<file path="src/rtl/add_sub_pkg.sv">
// rtl/add_sub_pkg.sv - shared encodings for the sequential adder-subtractor
package add_sub_pkg;

  localparam logic MODE_ADD = 1'b0;
  localparam logic MODE_SUB = 1'b1;

  typedef enum logic [1:0] {
    ST_IDLE = 2'd0,
    ST_RUN  = 2'd1,
    ST_DONE = 2'd2
  } state_t;

endpackage

</file>
<file path="src/rtl/add_sub_seq_if.sv">
// rtl/add_sub_seq_if.sv - operand/result handshake bundle for add_sub_seq
interface add_sub_seq_if #(
  parameter int WIDTH = 8
);

  logic             in_valid;
  logic             in_ready;
  logic [WIDTH-1:0] A;
  logic [WIDTH-1:0] B;
  logic             Mode;
  logic             out_valid;
  logic             out_ready;
  logic [WIDTH-1:0] D_S;
  logic             B_C;
  logic             OVF;
  logic             ZERO;
  logic             NEG;

  modport master (
    output in_valid, A, B, Mode, out_ready,
    input  in_ready, out_valid, D_S, B_C, OVF, ZERO, NEG
  );

  modport slave (
    input  in_valid, A, B, Mode, out_ready,
    output in_ready, out_valid, D_S, B_C, OVF, ZERO, NEG
  );

endinterface

</file>
<file path="src/rtl/add_sub_slice.sv">
// rtl/add_sub_slice.sv - DIGIT-bit ripple slice, b inverted when subtracting
module add_sub_slice
  import add_sub_pkg::*;
#(
  parameter int DIGIT = 2
) (
  input  logic [DIGIT-1:0] a,
  input  logic [DIGIT-1:0] b,
  input  logic             cin,
  input  logic             mode,
  output logic [DIGIT-1:0] s,
  output logic             cout,
  output logic             c_msb
);

  logic [DIGIT-1:0] bx;
  logic [DIGIT:0]   c;

  assign bx   = b ^ {DIGIT{mode == MODE_SUB}};
  assign c[0] = cin;

  for (genvar i = 0; i < DIGIT; i++) begin : g_fa
    assign s[i]   = a[i] ^ bx[i] ^ c[i];
    assign c[i+1] = (a[i] & bx[i]) | (c[i] & (a[i] ^ bx[i]));
  end

  assign cout  = c[DIGIT];
  assign c_msb = c[DIGIT-1];

endmodule

</file>
<file path="src/rtl/add_sub_seq.sv">
// rtl/add_sub_seq.sv - digit-serial two's-complement add/sub with valid/ready
module add_sub_seq
  import add_sub_pkg::*;
#(
  parameter int WIDTH = 8,
  parameter int DIGIT = 2
) (
  input  logic         clk,
  input  logic         rst,
  add_sub_seq_if.slave io
);

  localparam int N  = WIDTH / DIGIT;
  localparam int CW = (N > 1) ? $clog2(N) : 1;

  if (WIDTH < 2 || DIGIT < 1 || DIGIT > WIDTH || (WIDTH % DIGIT) != 0) begin : g_bad_param
    $error("add_sub_seq: illegal WIDTH/DIGIT combination");
  end

  state_t           state_q, state_d;
  logic [CW-1:0]    cnt_q, cnt_d;
  logic             carry_q, carry_d;
  logic             mode_q, mode_d;
  logic [WIDTH-1:0] a_sh_q, a_sh_d, b_sh_q, b_sh_d;
  logic [WIDTH-1:0] ds_q, ds_d;
  logic             bc_q, bc_d, ovf_q, ovf_d, zero_q, zero_d, neg_q, neg_d;

  logic [DIGIT-1:0] sl_s;
  logic             sl_cout, sl_cmsb;
  logic [WIDTH-1:0] res_next;
  logic             accept, last;

  add_sub_slice #(.DIGIT(DIGIT)) u_slice (
    .a    (a_sh_q[DIGIT-1:0]),
    .b    (b_sh_q[DIGIT-1:0]),
    .cin  (carry_q),
    .mode (mode_q),
    .s    (sl_s),
    .cout (sl_cout),
    .c_msb(sl_cmsb)
  );

  // Partial result enters from the top; its low DIGIT bits would never be read, so they are not stored.
  if (DIGIT == WIDTH) begin : g_one
    assign res_next = sl_s;
  end else begin : g_multi
    logic [WIDTH-DIGIT-1:0] acc_q, acc_d;
    assign res_next = {sl_s, acc_q};
    always_comb begin
      acc_d = acc_q;
      if (state_q == ST_RUN) acc_d = res_next[WIDTH-1:DIGIT];
    end
    always_ff @(posedge clk or posedge rst) begin
      if (rst) acc_q <= '0;
      else     acc_q <= acc_d;
    end
  end

  assign io.in_ready = (state_q == ST_IDLE) | ((state_q == ST_DONE) & io.out_ready);
  assign accept      = io.in_valid & io.in_ready;
  assign last        = (cnt_q == CW'(N - 1));

  always_comb begin
    state_d = state_q;
    cnt_d   = cnt_q;
    carry_d = carry_q;
    mode_d  = mode_q;
    a_sh_d  = a_sh_q;
    b_sh_d  = b_sh_q;
    ds_d    = ds_q;
    bc_d    = bc_q;
    ovf_d   = ovf_q;
    zero_d  = zero_q;
    neg_d   = neg_q;
    if (state_q == ST_RUN) begin
      a_sh_d  = a_sh_q >> DIGIT;
      b_sh_d  = b_sh_q >> DIGIT;
      carry_d = sl_cout;
      if (last) begin
        state_d = ST_DONE;
        cnt_d   = '0;
        ds_d    = res_next;
        bc_d    = sl_cout;
        ovf_d   = sl_cmsb ^ sl_cout;
        zero_d  = (res_next == '0);
        neg_d   = res_next[WIDTH-1];
      end else begin
        cnt_d = cnt_q + 1'b1;
      end
    end else if (accept) begin
      state_d = ST_RUN;
      cnt_d   = '0;
      a_sh_d  = io.A;
      b_sh_d  = io.B;
      mode_d  = io.Mode;
      carry_d = io.Mode;
    end else if (state_q == ST_DONE && io.out_ready) begin
      state_d = ST_IDLE;
    end
  end

  always_ff @(posedge clk or posedge rst) begin
    if (rst) begin
      state_q <= ST_IDLE;
      cnt_q   <= '0;
      carry_q <= 1'b0;
      mode_q  <= MODE_ADD;
      a_sh_q  <= '0;
      b_sh_q  <= '0;
      ds_q    <= '0;
      bc_q    <= 1'b0;
      ovf_q   <= 1'b0;
      zero_q  <= 1'b0;
      neg_q   <= 1'b0;
    end else begin
      state_q <= state_d;
      cnt_q   <= cnt_d;
      carry_q <= carry_d;
      mode_q  <= mode_d;
      a_sh_q  <= a_sh_d;
      b_sh_q  <= b_sh_d;
      ds_q    <= ds_d;
      bc_q    <= bc_d;
      ovf_q   <= ovf_d;
      zero_q  <= zero_d;
      neg_q   <= neg_d;
    end
  end

  assign io.out_valid = (state_q == ST_DONE);
  assign io.D_S       = ds_q;
  assign io.B_C       = bc_q;
  assign io.OVF       = ovf_q;
  assign io.ZERO      = zero_q;
  assign io.NEG       = neg_q;

endmodule

</file>
<file path="src/flat_wrapper.sv">
// flat-port wrapper written by rule: the top's interface ports become plain ports
module add_sub_seq_flat import add_sub_pkg::*;
#(
  parameter int WIDTH = 8,
  parameter int DIGIT = 2
)
  (clk, rst, io_in_valid, io_A, io_B, io_Mode, io_out_ready, io_in_ready, io_out_valid, io_D_S, io_B_C, io_OVF, io_ZERO, io_NEG);
  add_sub_seq_if #(.WIDTH(WIDTH)) io_i ();
  input  logic clk;
  input  logic rst;
  input wire logic [$bits(io_i.in_valid)-1:0] io_in_valid;
  input wire logic [$bits(io_i.A)-1:0] io_A;
  input wire logic [$bits(io_i.B)-1:0] io_B;
  input wire logic [$bits(io_i.Mode)-1:0] io_Mode;
  input wire logic [$bits(io_i.out_ready)-1:0] io_out_ready;
  output wire logic [$bits(io_i.in_ready)-1:0] io_in_ready;
  output wire logic [$bits(io_i.out_valid)-1:0] io_out_valid;
  output wire logic [$bits(io_i.D_S)-1:0] io_D_S;
  output wire logic [$bits(io_i.B_C)-1:0] io_B_C;
  output wire logic [$bits(io_i.OVF)-1:0] io_OVF;
  output wire logic [$bits(io_i.ZERO)-1:0] io_ZERO;
  output wire logic [$bits(io_i.NEG)-1:0] io_NEG;
  assign io_i.in_valid = io_in_valid;
  assign io_i.A = io_A;
  assign io_i.B = io_B;
  assign io_i.Mode = io_Mode;
  assign io_i.out_ready = io_out_ready;
  assign io_in_ready = io_i.in_ready;
  assign io_out_valid = io_i.out_valid;
  assign io_D_S = io_i.D_S;
  assign io_B_C = io_i.B_C;
  assign io_OVF = io_i.OVF;
  assign io_ZERO = io_i.ZERO;
  assign io_NEG = io_i.NEG;
  add_sub_seq #(.WIDTH(WIDTH), .DIGIT(DIGIT)) u_core (.clk(clk), .rst(rst), .io(io_i));
endmodule
</file>
<file path="config.mk">
export PLATFORM = sky130hd
export DESIGN_NAME = add_sub_seq_flat
export DESIGN_NICKNAME = d
export VERILOG_FILES = /design/src/rtl/add_sub_pkg.sv /design/src/rtl/add_sub_seq_if.sv /design/src/rtl/add_sub_slice.sv /design/src/rtl/add_sub_seq.sv /design/src/flat_wrapper.sv
export SDC_FILE = /design/constraint.sdc
export NUM_CORES = 1
export LEC_CHECK = 0
export CAP_MARGIN = 20
export CORE_MARGIN = 3
export CORE_UTILIZATION = 54
export CTS_CLUSTER_DIAMETER = 80
export CTS_CLUSTER_SIZE = 16
export DETAILED_ROUTE_END_ITERATION = 8
export GPL_TIMING_DRIVEN = 1
export HOLD_SLACK_MARGIN = 0.08
export PLACE_DENSITY = 0.93
export SLEW_MARGIN = 0
export SYNTH_ARGS = -nofsm -noshare
export SYNTH_HDL_FRONTEND = slang
export SYNTH_SLANG_ARGS = --single-unit
</file>
<file path="constraint.sdc">
create_clock -name clk -period 3.89 [get_ports clk]
set_input_delay 0.778 -clock clk [delete_from_list [all_inputs] [get_ports clk]]
set_output_delay 0.778 -clock clk [all_outputs]
set_load 0.02 [all_outputs]
</file>
==> flow_summary_export.csv, run 1 <==
group,metric,value,unit
timing,finalSetupTns,0,ns
detailed_routing,routedWlPerCell,15.7,um
logic_synthesis,synth_async_sr_flop_share,100,%
critical_path,path_class,"input pin to primary output",
timing,hold_viol,0,
clock_network,htreeDepth,2,
cells_and_area,nets,190,
die,chipWidth,62.9,um
timing,fin_crit_sh,75.4,%
detailed_routing,routed_via_density,5.56,
die,die_area,3950,um2
critical_path,critPathLaunchType,"input pin",
critical_path,cp_common_cell,"clkdlybuf4s50_1",
power_and_ir_drop,p_leak,0.935,nW
logic_synthesis,ys_seq_area_share,55.9,%
placement,placed_area,2080,um2
logic_synthesis,synth_ff_type,"dfrtp_1",
timing,rsz0062_at_grt,"false",
die,io_pins,35,
power_and_ir_drop,power_frac_clock,12.8,%
timing,report.final.slew_viol_count,0,
global_routing,overflow,0,
clock_network,path_clk_slew,0.11,ns
timing,fmax,0.341,GHz
critical_path,cp.arrival,2.15,ns
clock_network,postCtsHoldBufs,0,
min_path,min_from,"u_core.io.ZERO",
critical_path,path_max_fanout,7,
logic_synthesis,synth.ff_latch_count,39,
min_path,min_to,"u_core.io.ZERO",
global_routing,grt_max_degree,40,
placement,gp_routability_congestion,0.764,
critical_path,required,3.11,ns
die,fp-row-count,20,
placement,hpwl,2370,um
clock_network,cts_resized,0,
cells_and_area,stdcell_count,211,
clock_network,cts_made_buffers,5,
power_and_ir_drop,powerDensity,852,nW/um2
global_routing,grt_pass1_vias,1280,
detailed_routing,wirelength,3320,um
logic_synthesis,synth_warnings,0,
power_and_ir_drop,power.switching,673,uW
power_and_ir_drop,share_comb_of_total_power,47.8,%
clock_network,clock_sinks,39,
power_and_ir_drop,p_sw_share,36.6,%
logic_synthesis,synth_edf_count,0,
detailed_routing,drc_errors,0,
logic_synthesis,synth_area,1750,um2
detailed_routing,vias,1173,
critical_path,r2r_setup_slack,1.79,ns
status,status,"finished clean",
global_routing,grtUsageTotal,19.2,%
critical_path,path_cells,"clkdlybuf4s50_1 -> nand2b_4 -> and2b_1 -> clkdlybuf4s50_1",
critical_path,slowest_delay,0.60,ns
die,coreArea,3080,um2
logic_synthesis,syn-instance-count,132,
clock_network,insertion_delay,0.35,ns
power_and_ir_drop,irDropWorstVdd,417,uV
critical_path,slowest_stage,"clkdlybuf4s50_1",
die,die_h,62.9,um
logic_synthesis,syn_nets,156,
timing,setup_viol,0,
placement,portBuffers,34,
timing,worst_pin_slew,0.964,ns
global_routing,grt_pass1_wl,5840,um
clock_network,post_cts_buffers,0,
global_routing,antenna_found_initial,0,
global_routing,top_usage_layer,"met2",
min_path,hold_path.class,"flop to flop",
timing,max_slew_margin,35.5,%
die,initial_utilization,56.7,%
job,cap_violations,0,
global_routing,use_met2,32.8,%
logic_synthesis,avgSynthCellArea,13.2,um2
logic_synthesis,yosysUniqueCellTypes,27,
critical_path,reg2reg_to,"u_core.io.ZERO",
critical_path,ff2ff_path_depth,6,
detailed_routing,dr.pass1.iters,4,
detailed_routing,ant_nets,0,
detailed_routing,drt_iter0_markers,30,
cells_and_area,stdcell_area,2150,um2
power_and_ir_drop,p_seq_share,39.4,%
cells_and_area,drive_gt1_share,17.4,%
global_routing,gr-usage-met3,5.40,%
critical_path,end_kind,"primary output",
timing,period_needed,2.93,ns
global_routing,grtUsageMet1,22.0,%
clock_network,root_buffer,"clkbuf_4",
critical_path,regToRegStartpoint,"u_core.b_sh_q[0]",
clock_network,clk_path_buf_depth,2,
cells_and_area,diodes,0,
placement,placed_cells,203,
cells_and_area,areaGrowthSynthToFinish,23.4,%
power_and_ir_drop,p_int,1.16,mW
clock_network,cts_tree,"built",
min_path,whs_path_depth,2,
timing,fin_skew,0.00563,ns
## worst max-delay path by stage
stage                        to    startpoint  cells past startpoint
global placement    io_in_ready  io_out_ready                      4
CTS                 io_in_ready  io_out_ready                      4
detailed placement  io_in_ready  io_out_ready                      4
floorplan           io_in_ready  io_out_ready                      2
global route        io_in_ready  io_out_ready                      4
finish              io_in_ready  io_out_ready                      4
## area by class of cell
type                    instances  area [um2]
well taps                      44        55.1
repair buffers                 35         348
inverters                       1        3.75
flip-flops and latches         39         976
multi-input cells              84         702
clock buffers                   8        68.8
fillers                       249         925
## cell usage in the layout, fill, tap and decap left out, drive strengths merged, types with 3 or more instances in the layout
cell type,instances
a221o,13
and2,14
clkbuf,8
clkdlybuf4s50,34
dfrtp,39
mux2,16
nand2,4
nand2b,7
nand3,4
nor2,3
o21ai,7
## power by group through the flow
stage | logic, mW | clock network [mW] | registers [mW]
5_1_grt | 0.961 | 0.263 | 0.751
6_report | 0.877 | 0.234 | 0.724
3_5_place_dp | 0.882 | 0 | 0.734
4_1_cts | 0.883 | 0.243 | 0.727
3_3_place_gp | 0.830 | 0 | 0.718
2_1_floorplan | 0.594 | 0 | 0.762
## routing by layer
layer,share of wire [%],up-vias
met2,52,41
met3,6.4,9
met4,2.3,0
li1,-,534
met5,0,-
met1,40,589
## critical path: cells and delay by family
family | cells | cell delay, ns
simple gates | 2 | 0.31
buf+inv | 2 | 1.06
## registers in the layout, indices dropped and copies added, names as in the netlist
name / flops
u_core.g_multi.acc_q: 6
u_core.mode_q: 1
u_core.io.ZERO: 1
u_core.carry_q: 1
u_core.io.B_C: 1
u_core.b_sh_q: 8
u_core.io.OVF: 1
u_core.cnt_q: 2
u_core.a_sh_q: 8
u_core.io.D_S: 8
u_core.state_q: 2
## cells in the mapped netlist (2+ instances only)
master	n	share of area, %
dfrtp_1	39	56
mux2_2	16	10
a221o_1	13	7.5
and2_1	13	4.7
o21ai_0	7	2.0
nand2b_1	6	2.2
nand2_1	4	0.86
nand3_1	4	1.1
buf_2	3	0.86
buf_6	3	1.9
nor2_1	3	0.65
and2b_1	2	0.86
buf_4	2	0.86
fa_1	2	2.3
nor4_1	2	0.72
xor2_1	2	1.0
## per-stage QoR
stage	setup slack, ns	util [%]	hold slack, ns	power, mW
floorplan	1.94	-	0.470	1.36
global placement	0.974	67.7	0.461	1.55
detailed placement	0.948	67.7	0.477	1.62
CTS	0.951	70.0	0.502	1.85
global route	0.913	70.0	0.540	1.97
finish	0.957	70.0	0.498	1.84
## kinds of logic after synthesis
logic type | count (synthesis) | synth area share [%]
adder cells (fa/ha/maj) | 3 | 3.01
AND/OR/NAND/NOR | 39 | 14.0
AO/OA/AOI/OAI | 23 | 11.3
buffers and inverters | 9 | 3.87
XOR/XNOR | 3 | 1.51
flip-flops | 39 | 55.9
multiplexers | 16 | 10.3
(Power assumes the default switching activity.)
==> run 2: changes to the inputs <==
CORE_UTILIZATION = 50   (was 54)
PLACE_DENSITY = 0.88   (was 0.93)
clock period = 2.8 ns   (was 3.89 ns; I/O delays follow)
==> run 2 against run 1 <==
Die area rose by 7.2%; first-iteration DRC count rose by 53%; core utilization fell by 2.4 points; design area fell by 0.23%; clock-buffer cell count fell by 2; total power rose by 36%; sequential power rose by 40%.
==> flow_summary_export.csv, run 2 (synthesis gave the netlist of run 1 again) <==
group,metric,value,unit
status,status,"finished clean",
detailed_routing,drt_iter0_markers,46,
power_and_ir_drop,p_int,1.59,mW
timing,rsz0062_at_grt,"false",
cells_and_area,drive_gt1_share,18.0,%
global_routing,grt_pass1_vias,1169,
power_and_ir_drop,power_frac_clock,11.5,%
min_path,hold_path.class,"flop to flop",
clock_network,htreeDepth,2,
power_and_ir_drop,irDropWorstVdd,545,uV
timing,setup_viol,0,
critical_path,slowest_stage,"clkdlybuf4s50_1",
timing,fmax,0.401,GHz
die,initial_utilization,54.9,%
clock_network,root_buffer,"clkbuf_4",
placement,portBuffers,34,
clock_network,postCtsHoldBufs,0,
detailed_routing,wirelength,3330,um
detailed_routing,vias,1149,
min_path,min_from,"u_core.io.ZERO",
die,coreArea,3180,um2
cells_and_area,layout_common_cells,"dfrtp_1 (39), clkdlybuf4s50_1 (34), mux2_2 (16)",
global_routing,antenna_found_initial,0,
critical_path,crit_path_start,"io_out_ready",
global_routing,grt_pass1_wl,5610,um
cells_and_area,nets,191,
clock_network,cts_made_buffers,5,
min_path,min_to,"u_core.io.ZERO",
die,die_area,4240,um2
clock_network,insertion_delay,0.34,ns
detailed_routing,drc_errors,0,
critical_path,cp.arrival,1.94,ns
critical_path,regToRegStartpoint,"u_core.b_sh_q[0]",
critical_path,r2r_setup_slack,0.74,ns
placement,gp_routability_congestion,0.747,
clock_network,clk_path_buf_depth,2,
cells_and_area,areaGrowthSynthToFinish,23.1,%
timing,hold-worst-slack,0.499,ns
global_routing,overflow,0,
cells_and_area,final_common_cell,"dfrtp_1",
power_and_ir_drop,p_sw_share,36.6,%
critical_path,cp_common_cell,"clkdlybuf4s50_1",
detailed_routing,routedWlPerCell,15.8,um
timing,hold_viol,0,
clock_network,post_cts_buffers,0,
critical_path,path_max_fanout,7,
critical_path,crit_family,"buffers and inverters",
power_and_ir_drop,p_seq_share,40.2,%
power_and_ir_drop,power.switching,915,uW
clock_network,path_clk_slew,0.10,ns
timing,fin_crit_sh,89.2,%
timing,max_slew_margin,61.1,%
critical_path,critPathLaunchType,"input pin",
clock_network,cts_tree,"built",
power_and_ir_drop,powerDensity,1160,nW/um2
timing,report.final.slew_viol_count,0,
placement,placed_area,2090,um2
critical_path,worst-path-buf-inv,2,
critical_path,ff2ff_path_depth,6,
timing,fin_skew,0.00545,ns
global_routing,grt_max_degree,40,
cells_and_area,stdcell_area,2150,um2
die,fp-row-count,20,
die,io_pins,35,
critical_path,cp.depth,4,
critical_path,path_class,"input pin to primary output",
critical_path,required,2.24,ns
timing,period_needed,2.50,ns
critical_path,reg2reg_to,"u_core.io.ZERO",
die,die_h,65.1,um
power_and_ir_drop,share_comb_of_total_power,48.2,%
clock_network,cts_resized,0,
detailed_routing,ant_nets,0,
job,cap_violations,0,
critical_path,end_kind,"primary output",
clock_network,clock_sinks,39,
detailed_routing,routed_via_density,5.45,
critical_path,path_cells,"clkdlybuf4s50_1 -> nand2b_4 -> and2b_1 -> clkdlybuf4s50_1",
power_and_ir_drop,p_leak,0.935,nW
detailed_routing,dr.pass1.iters,4,
cells_and_area,diodes,0,
placement,hpwl,2420,um
timing,finalSetupTns,0,ns
global_routing,grtUsageTotal,17.9,%
timing,worst_pin_slew,0.580,ns
cells_and_area,utilization,67.6,%
critical_path,slowest_delay,0.61,ns
die,chipWidth,65.1,um
min_path,whs_path_depth,2,
run 2: cell types whose count changed in the layout (fill, tap and decap cells not counted):
cell and delta:
buf_4 +1, clkbuf_1 -1, clkbuf_8 -1, clkinv_2 +1
run 2: layout make-up:
type                            count  area (um2)
Clock buffer                        6        51.3
Clock inverter                      1        5.00
Fill cell                         252        1030
Inverter                            1        3.75
Multi-Input combinational cell     84         702
Sequential cell                    39         976
Tap cell                           44        55.1
Timing Repair Buffer               36         355
run 2: how the worst max path moves through the flow:
stage                          end
CTS                    io_in_ready
global route           io_in_ready
global placement       io_in_ready
detailed placement     io_in_ready
finish                 io_in_ready
floorplan           u_core.io.ZERO
run 2: routing by layer:
| metal | vias to the layer above | wire [um] | global-route usage [%] |
|---|---|---|---|
| met5 | - | 0 | 0 |
| met4 | 0 | 50 | 6.99 |
| met3 | 6 | 177 | 5.72 |
| met2 | 34 | 1690 | 30.0 |
| met1 | 569 | 1410 | 21.3 |
| li1 | 540 | - | - |
run 2: worst min-delay path, stage by stage (launching register included):
cell     delay, ns
dfrtp_1       0.36
nand2_1       0.04
o21ai_0       0.06
run 2: power groups by stage:
stage                     registers, mW  clock network [mW]  logic, mW
after floorplan                    1.06                   0      0.825
after global placement            0.997                   0       1.17
after detailed placement           1.02                   0       1.22
after CTS                          1.01               0.297       1.22
after global routing               1.04               0.322       1.32
final                              1.01               0.288       1.21
run 2: per-stage QoR:
| step | cells | total power [mW] | setup slack (ns) |
|---|---|---|---|
| CTS | 211 | 2.53 | 0.293 |
| finish | 211 | 2.50 | 0.303 |
| floorplan | 132 | 1.88 | 0.893 |
| detailed placement | 204 | 2.24 | 0.302 |
| global placement | 204 | 2.17 | 0.323 |
| global route | 211 | 2.68 | 0.241 |
==> run 3: changes to the inputs <==
CELL_PAD_IN_SITES_DETAIL_PLACEMENT = 0   (was default)
CELL_PAD_IN_SITES_GLOBAL_PLACEMENT = 1   (was default)
CORE_ASPECT_RATIO = 1.75   (was default)
CORE_UTILIZATION = 41   (was 50)
CTS_CLUSTER_SIZE = 10   (was 16)
PLACE_DENSITY = 0.89   (was 0.88)
==> run 3 against run 2 <==
Final cell count grew 2.4%; die area rose by 21%; flip-flop and latch count unchanged; critical path type unchanged; core utilization is 12 points lower; clock skew about the same; first-iteration DRC count decreased by 50%; clock-buffer cell count down 1; sequential power is essentially flat; register-to-register slack worse by 0.03 ns; clock power grew 60%.
==> flow_summary_export.csv, run 3 (synthesis gave the netlist of run 1 again) <==
group,metric,value,unit
critical_path,worst-path-buf-inv,2,
clock_network,clock_sinks,39,
die,io_pins,35,
timing,finalSetupTns,0,ns
cells_and_area,multi_input_area,702,um2
cells_and_area,seqCellArea,976,um2
critical_path,r2r_setup_slack,0.71,ns
clock_network,post_cts_buffers,0,
clock_network,clk_path_buf_depth,2,
cells_and_area,nFillCells,373,
critical_path,path_max_fanout,7,
critical_path,path_class,"input pin to primary output",
clock_network,insertion_delay,0.29,ns
critical_path,regToRegStartpoint,"u_core.mode_q",
clock_network,htreeDepth,2,
critical_path,path_cells,"clkdlybuf4s50_1 -> nand2b_4 -> and2b_1 -> clkdlybuf4s50_1",
die,die_area,5110,um2
critical_path,crit_path_start,"io_out_ready",
critical_path,slowest_delay,0.60,ns
timing,report.final.slew_viol_count,0,
timing,rsz0062_at_grt,"false",
critical_path,end_kind,"primary output",
global_routing,grtUsageTotal,14.0,%
global_routing,grt_max_degree,40,
min_path,min_from,"u_core.io.ZERO",
cells_and_area,diodes,0,
critical_path,cp.arrival,1.94,ns
status,status,"finished clean",
power_and_ir_drop,powerDensity,1200,nW/um2
timing,hold_viol,0,
min_path,hold_path.class,"flop to flop",
min_path,min_to,"u_core.io.ZERO",
global_routing,grt_pass1_wl,5580,um
job,cap_violations,0,
detailed_routing,ant_nets,0,
cells_and_area,layout_common_cells,"dfrtp_1 (39), clkdlybuf4s50_1 (34), mux2_2 (16)",
timing,fin_skew,0.00547,ns
placement,gp_routability_congestion,0.774,
detailed_routing,vias,1153,
cells_and_area,areaGrowthSynthToFinish,26.6,%
placement,portBuffers,34,
clock_network,path_clk_slew,0.08,ns
cells_and_area,stdcell_count,216,
clock_network,cts_made_buffers,5,
timing,period_needed,2.50,ns
min_path,whs_path_depth,2,
placement,hpwl,2460,um
critical_path,cp_common_cell,"clkdlybuf4s50_1",
global_routing,antenna_found_initial,0,
detailed_routing,dr.pass1.iters,4,
critical_path,crit_family,"buffers and inverters",
detailed_routing,drc_errors,0,
power_and_ir_drop,p_total,2.66,mW
power_and_ir_drop,p_leak,0.959,nW
die,die_h,92.3,um
detailed_routing,wirelength,3300,um
placement,placed_cells,208,
die,coreArea,3980,um2
detailed_routing,routed_via_density,5.34,
critical_path,slowest_stage,"clkdlybuf4s50_1",
timing,fmax,0.399,GHz
die,fp-row-count,30,
clock_network,root_buffer,"clkbuf_8",
power_and_ir_drop,irDropWorstVdd,706,uV
global_routing,overflow,0,
critical_path,required,2.24,ns
die,initial_utilization,43.9,%
timing,max_slew_margin,64.0,%
timing,fin_crit_sh,89.4,%
clock_network,cts_resized,0,
cells_and_area,nets,191,
global_routing,grt_pass1_vias,1195,
cells_and_area,drive_gt1_share,18.5,%
critical_path,critPathLaunchType,"input pin",
timing,worst_pin_slew,0.539,ns
clock_network,postCtsHoldBufs,0,
critical_path,reg2reg_to,"u_core.io.ZERO",
detailed_routing,drt_iter0_markers,23,
critical_path,ff2ff_path_depth,6,
timing,setup_viol,0,
die,chipWidth,55.3,um
detailed_routing,routedWlPerCell,15.3,um
clock_network,cts_tree,"built",
cells_and_area,final_common_cell,"dfrtp_1",
run 3: worst reg2reg max path: stages, from the launching register on:
cell and delay [ns]:
dfrtp_1 0.42, xor2_1 0.17, fa_1 0.42, fa_1 0.49, nor4_1 0.24, nand2_1 0.07, o21ai_0 0.18
run 3: power by group:
part / total, mW / switching [mW] / internal [mW]
clock: 0.460 / 0.195 / 0.265
combinational: 1.20 / 0.549 / 0.648
sequential: 1.00 / 0.179 / 0.824
run 3: how the worst max path moves through the flow:
stage	slack (ns)	cells after the start	end
floorplan	0.89	6	u_core.io.ZERO
global placement	0.31	4	io_in_ready
detailed placement	0.28	4	io_in_ready
CTS	0.28	4	io_in_ready
global route	0.27	4	io_in_ready
finish	0.30	4	io_in_ready
run 3: per-layer routing:
| metal | track usage, % | wire (um) |
|---|---|---|
| met5 | 0 | 0 |
| met4 | 6.69 | 68 |
| met3 | 3.35 | 166 |
| met2 | 25.0 | 1820 |
| met1 | 15.2 | 1250 |
run 3: layout make-up:
| cell class | instances | share of cell area, % |
|---|---|---|
| inverters | 1 | 0.170 |
| flip-flops and latches | 39 | 44.2 |
| clock inverters | 3 | 1.98 |
| clock buffers | 5 | 3.11 |
| well taps | 48 | 2.72 |
| multi-input cells | 84 | 31.8 |
| repair buffers | 36 | 16.1 |
run 3: metrics by stage:
| stage | setup slack (ns) | instance area (um2) | utilization [%] | hold slack, ns |
|---|---|---|---|---|
| after floorplan | 0.893 | 1750 | - | 0.470 |
| after global placement | 0.306 | 2100 | 52.7 | 0.464 |
| after detailed placement | 0.281 | 2100 | 52.7 | 0.492 |
| after CTS | 0.281 | 2210 | 55.5 | 0.512 |
| after global routing | 0.265 | 2210 | 55.5 | 0.533 |
| final | 0.297 | 2210 | 55.5 | 0.510 |
